$ cat src/rtl/serial_subtractor.sv
// Bit-serial ripple-borrow subtractor: diff = a - b - bin, one bit per clock, LSB first.
// Optional signed-overflow output enabled by defining SERIAL_SUB_OVF_EN.
module serial_subtractor #(
  parameter int WIDTH = 4
) (
  input  logic             clk,
  input  logic             rst_n,
  input  logic             in_valid,
  output logic             in_ready,
  input  logic [WIDTH-1:0] a,
  input  logic [WIDTH-1:0] b,
  input  logic             bin,
  output logic             out_valid,
  input  logic             out_ready,
  output logic [WIDTH-1:0] diff,
  output logic             bout,
  output logic             ovf
);

  localparam int CW = (WIDTH > 2) ? $clog2(WIDTH) : 1;
  localparam logic [CW-1:0] LAST = CW'(WIDTH - 1);

  typedef enum logic [1:0] {IDLE, SHIFT, DONE} state_t;

  state_t           state, state_nxt;
  logic [WIDTH-1:0] a_sh, b_sh, res_sh;
  logic             br, br_nxt, d;
  logic [CW-1:0]    cnt;
  logic             accept, last;

  // Full-subtractor cell on the current LSBs
  assign d      = a_sh[0] ^ b_sh[0] ^ br;
  assign br_nxt = (~a_sh[0] & b_sh[0]) | (~(a_sh[0] ^ b_sh[0]) & br);
  assign accept = in_valid & in_ready;
  assign last   = (state == SHIFT) && (cnt == LAST);

  always_ff @(posedge clk or negedge rst_n) begin
    if (!rst_n) state <= IDLE;
    else        state <= state_nxt;
  end

  always_comb begin
    state_nxt = state;
    in_ready  = 1'b0;
    out_valid = 1'b0;
    case (state)
      IDLE: begin
        in_ready = 1'b1;
        if (in_valid) state_nxt = SHIFT;
      end
      SHIFT: begin
        if (cnt == LAST) state_nxt = DONE;
      end
      DONE: begin
        out_valid = 1'b1;
        if (out_ready) state_nxt = IDLE;
      end
      default: state_nxt = IDLE;
    endcase
  end

  // diff/bout are only written on the last shift so they hold the previous result meanwhile
  always_ff @(posedge clk or negedge rst_n) begin
    if (!rst_n) begin
      a_sh   <= '0;
      b_sh   <= '0;
      res_sh <= '0;
      br     <= 1'b0;
      cnt    <= '0;
      diff   <= '0;
      bout   <= 1'b0;
    end else if (accept) begin
      a_sh <= a;
      b_sh <= b;
      br   <= bin;
      cnt  <= '0;
    end else if (state == SHIFT) begin
      a_sh   <= a_sh >> 1;
      b_sh   <= b_sh >> 1;
      br     <= br_nxt;
      res_sh <= {d, res_sh[WIDTH-1:1]};
      cnt    <= cnt + 1'b1;
      if (last) begin
        diff <= {d, res_sh[WIDTH-1:1]};
        bout <= br_nxt;
      end
    end
  end

`ifdef SERIAL_SUB_OVF_EN
  // On the last shift the cell sees the operand sign bits and d is the result sign bit
  always_ff @(posedge clk or negedge rst_n) begin
    if (!rst_n)    ovf <= 1'b0;
    else if (last) ovf <= (a_sh[0] ^ b_sh[0]) & (a_sh[0] ^ d);
  end
`else
  assign ovf = 1'b0;
`endif

endmodule

$ cat config.mk
export PLATFORM = sky130hd
export DESIGN_NAME = serial_subtractor
export DESIGN_NICKNAME = d
export VERILOG_FILES = /design/src/rtl/serial_subtractor.sv
export SDC_FILE = /design/constraint.sdc
export NUM_CORES = 1
export LEC_CHECK = 0
export ABC_AREA = 1
export CORE_ASPECT_RATIO = 1.25
export CORE_MARGIN = 2
export CORE_UTILIZATION = 48
export CTS_CLUSTER_DIAMETER = 120
export DETAILED_ROUTE_END_ITERATION = 7
export PLACE_DENSITY = 0.77
export SLEW_MARGIN = 10
export SYNTH_ARGS = -nofsm -noshare
export SYNTH_HDL_FRONTEND = slang
export SYNTH_SLANG_ARGS = --single-unit
$ cat constraint.sdc
create_clock -name clk -period 1.4 [get_ports clk]
set_input_delay 0.28 -clock clk [delete_from_list [all_inputs] [get_ports clk]]
set_output_delay 0.28 -clock clk [all_outputs]
set_load 0.005 [all_outputs]
; ---- After elaboration in Yosys (flattened, before gate mapping)
; Cells that the tools add are included.
[totals]
register_bits = 22
latchBits = 0
ram_bits = 0
romBits = 0
in_bits = 13
output_inout_bits = 8
elab_cells = 44
mem_count = 0
[op_classes]
addsub = 1
mul = 0
div_mod_pow = 0
n_lt_le_gt_ge = 0
n_eq_ne = 6
shift = 0
n_mux = 14
bitwise = 9
reduce_logical = 6
[op_table]
columns = operator, count
row1 = $mux W4, 4
row2 = $mux W2, 5
row3 = $ne A2 B2 Y1 const B, 3
row4 = $pmux W2 S3, 1
row5 = $reduce_and A3 Y1, 2
row6 = $eq A2 B2 Y1 const B, 2
row7 = $mux W1, 4
row8 = $and A1 B1 Y1, 3
row9 = $not A1 Y1, 3
row10 = $add A2 B1 Y2 const B, 1
row11 = $eq A2 B1 Y1 const B, 1
row12 = $logic_not A2 Y1, 1
row13 = $reduce_and A2 Y1, 1
row14 = $reduce_bool A2 Y1, 1
row15 = $xor A1 B1 Y1, 2
row16 = $logic_and A1 B1 Y1, 1
row17 = $or A1 B1 Y1, 1

; ---- Longest topological paths before layout
[logic_depth]
depth_word = 6
depth_mapped = 5
ltp_nobuf = 5

; ---- Least setup slack after synthesis
; Ideal clock, no wire load.
[synth_path]
kind = reg2reg
from = register a_sh[0]
to = register res_sh[3]
setup_ns = 0.126
arrival_time_ns = 0.988
setup_slack_ns = 0.286
stages_incl_launch_ff = 4
n_path_buf = 0
path_cell_list = dfrtp_1 -> fa_1 -> nand2_1 -> o21ai_0
[synth_between]
elab_chain_len = 2
[synth_lines]
columns = element, line
row1 = "start, declared", 26  ; logic [WIDTH-1:0] a_sh, b_sh, res_sh;
row2 = "start signal, assigned", 78  ; a_sh <= a_sh >> 1;
row3 = $xor A1 B1 Y1 (2 in series), 32  ; assign d = a_sh[0] ^ b_sh[0] ^ br;
row4 = named net d, 27  ; logic br, br_nxt, d;
row5 = "end signal, assigned", 81  ; res_sh <= {d, res_sh[WIDTH-1:1]};
row6 = "end, declared", 26
; The timed path passes the listed nets, and every way through them passes these cells.
; A chain may end at the register's enable or synchronous reset.

; ---- Worst setup path after layout
[layout_path]
from = register state[0]
to = output out_valid
[layout_between]
elab_chain_len = 2
[layout_lines]
columns = element, line
row1 = "start, declared", 25  ; state_t state, state_nxt;
row2 = "start signal, assigned", 39  ; else state <= state_nxt;
row3 = $eq A2 B2 Y1, 46  ; case (state)
row4 = $mux W1, 46
row5 = "end, declared", 13  ; output logic out_valid,
; No other way between the ends.

==> impl_metrics.json <==
{
  "cts_sinks": 21,
  "p_clk_share_pct": 11.4,
  "drv_slew": 0,
  "drc": 0,
  "portBuffers": 19,
  "ys_warn_count": 0,
  "grt_pass1_wl_mm": 3.32,
  "r2r_cells": 5,
  "startpoint_type": "flip-flop",
  "yosysUniqueCellTypes": 17,
  "syn_to_final_growth_pct": 31.1,
  "synth_fa_ha_area_share_pct": 3.44,
  "n_fill_cell": 155,
  "crit_type": "reg2out",
  "netlist_instances": 107,
  "wl_per_cell_um": 11.7,
  "die-width_um": 43.7,
  "drtPass1Iterations": 5,
  "grt_overflow": 0,
  "core_um2": 1810,
  "cts_hold_buf": 0,
  "grt_pass1_vias": 780,
  "yosys.area_share.simple_pct": 30.0,
  "max_freq_mhz": 730,
  "final_core_util_pct": 68.6,
  "dpl.hpwl_mm": 1.27,
  "synth_top_family_by_area": "simple AND/OR/NAND/NOR gates",
  "p_comb_share_pct": 48.4,
  "seqPwrFrac_pct": 40.2,
  "drive_gt1_share_pct": 19.0,
  "track_usage_pct": 18.9,
  "hold_viol_final": 0,
  "die_y_um": 53.6,
  "synth_seq_cells": 21,
  "p_sw_w": 0.000976,
  "synth-compound-area-share_pct": 3.84,
  "ioPinCount": 21,
  "synth_seq_area_share_pct": 55.6,
  "setup_viol": 0,
  "grt_start_max_net_pins": 22,
  "globalplace.congestion": 0.790,
  "status": "completed",
  "root_buffer": "clkbuf_4",
  "required_ns": 1.12,
  "post-route-period-util_pct": 97.8,
  "n_antenna_cell": 0,
  "muxShareOfSynthArea_pct": 0,
  "swShare_pct": 38.8,
  "drtIter0Drc": 19,
  "tns_ns": 0,
  "worst_hold_path_type": "in2async",
  "nNetsFinal": 153,
  "ir_drop_mv": 1.23,
  "cts_tree": "yes",
  "period_minus_slack_ns": 1.37,
  "seqCellArea_um2": 526,
  "clk_latency_ns": 0.30,
  "ant_nets": 0,
  "skew_ns": 0.0120,
  "vias": 802,
  "cap_viol_max_count": 0,
  "multiInputGateArea_um2": 374,
  "antenna_found_initial": 0,
  "synth_xor_xnor_area_share_pct": 0,
  "htreeDepth": 1,
  "rows": 17,
  "netlist_area_um2": 946,
  "path_clk_slew_ns": 0.12,
  "cp-end-kind": "output pin",
  "drt_wl_total_mm": 1.83,
  "cts.path.max_buffers": 2,
  "cts_buffers": 3,
  "synth_nets": 122,
  "power_density_nw_per_um2": 2030,
  "arrival_ns": 1.09,
  "finalPower_w": 0.00251,
  "start_util_pct": 52.3,
  "via_per_inst": 5.14,
  "dieArea_um2": 2340,
  "path_max_fanout": 3,
  "syn_area_per_cell_um2": 8.84,
  "internal_power_w": 0.00154,
  "p_leak_nw": 0.641
}
==> power by group through the flow <==
stage | sequential (W) | clock, W | combinational [W]
detailed placement | 0.00104 | 0 | 0.00110
CTS | 0.00101 | 0.000290 | 0.00117
global route | 0.00104 | 0.000318 | 0.00140
finish | 0.00101 | 0.000285 | 0.00122
global placement | 0.00103 | 0 | 0.00107
floorplan | 0.00103 | 0 | 0.000719
==> metal layers <==
layer,GRT usage (%),share of wire (%)
met1,23.1,42
met2,34.6,52
met4,6.06,0.93
met5,0,0
met3,2.01,4.7
==> state kept, by name, summed over array words and instances (netlist names) <==
| register | count |
|---|---|
| bout | 1 |
| state | 2 |
| br | 1 |
| diff | 4 |
| cnt | 2 |
| a_sh | 4 |
| res_sh | 3 |
| b_sh | 4 |
==> cell type report <==
cell class                      count  area share [%]
Tap cell                           19            1.92
Sequential cell                    21            42.4
Clock buffer                        4            2.12
Multi-Input combinational cell     74            30.2
Timing Repair Buffer               31            21.3
Inverter                            7            2.12
==> placed cells by master, fill, tap and decap left out, drive strengths merged <==
cell / instances
clkdlybuf4s50: 12
nand3: 16
clkbuf: 4
nand2: 45
dlygate4sd2: 5
o31ai: 1
dfrtp: 21
inv: 7
fa: 1
conb: 1
nor2: 4
ha: 1
buf: 14
o21ai: 5
==> through the flow <==
step | hold slack (ns) | setup slack, ns | std cells | area, um2
2_1_floorplan | -0.0156 | 0.286 | 107 | 946
3_3_place_gp | 0.453 | 0.0197 | 146 | 1170
3_5_place_dp | 0.459 | 0.0194 | 146 | 1170
4_1_cts | 0.320 | 0.0108 | 155 | 1220
5_1_grt | 0.318 | -0.0153 | 156 | 1240
6_report | 0.305 | 0.0305 | 156 | 1240
==> timing repair <==
action / in CTS / in global routing
setup endpoints to repair: 7 / 12
setup buffers: 5 / 1
endpoints found under the hold margin: 0 / 0
gates resized for setup: 16 / 2
==> worst max-delay path: stages (launching register included) <==
cell	delay (ns)
dfrtp_1	0.41
buf_4	0.16
nor2_2	0.10
buf_2	0.12
==> path summary, 6_finish.rpt <==
path	from	end	slack, ns
min reg2reg	diff[1]	diff[1]	0.48
min	rst_n	diff[0]	0.30
max reg2reg	state[0]	a_sh[0]	0.14
min in group clk	diff[1]	diff[1]	0.48
max in group asynchronous	rst_n	a_sh[3]	0.87
max	state[0]	out_valid	0.03
==> Yosys cell counts, drive strengths merged <==
master	instances	area, um2
ha	1	12.5
buf	5	37.5
nand3	16	80.1
dfrtp	21	526
inv	7	26.3
nand2	45	174
nor2	4	30.0
fa	1	20.0
o31ai	1	7.51
o21ai	5	28.8
conb	1	3.75
==> kinds of logic (layout without fill, tap and decap cells) <==
kind of cell / Yosys count / count (layout)
AO/OA/AOI/OAI: 6 / 6
other: 1 / 1
AND/OR/NAND/NOR: 65 / 65
adder cells (fa/ha/maj): 2 / 2
flip-flops: 21 / 21
buffers and inverters: 12 / 42
Note: power is estimated with default switching activity, not from simulation.
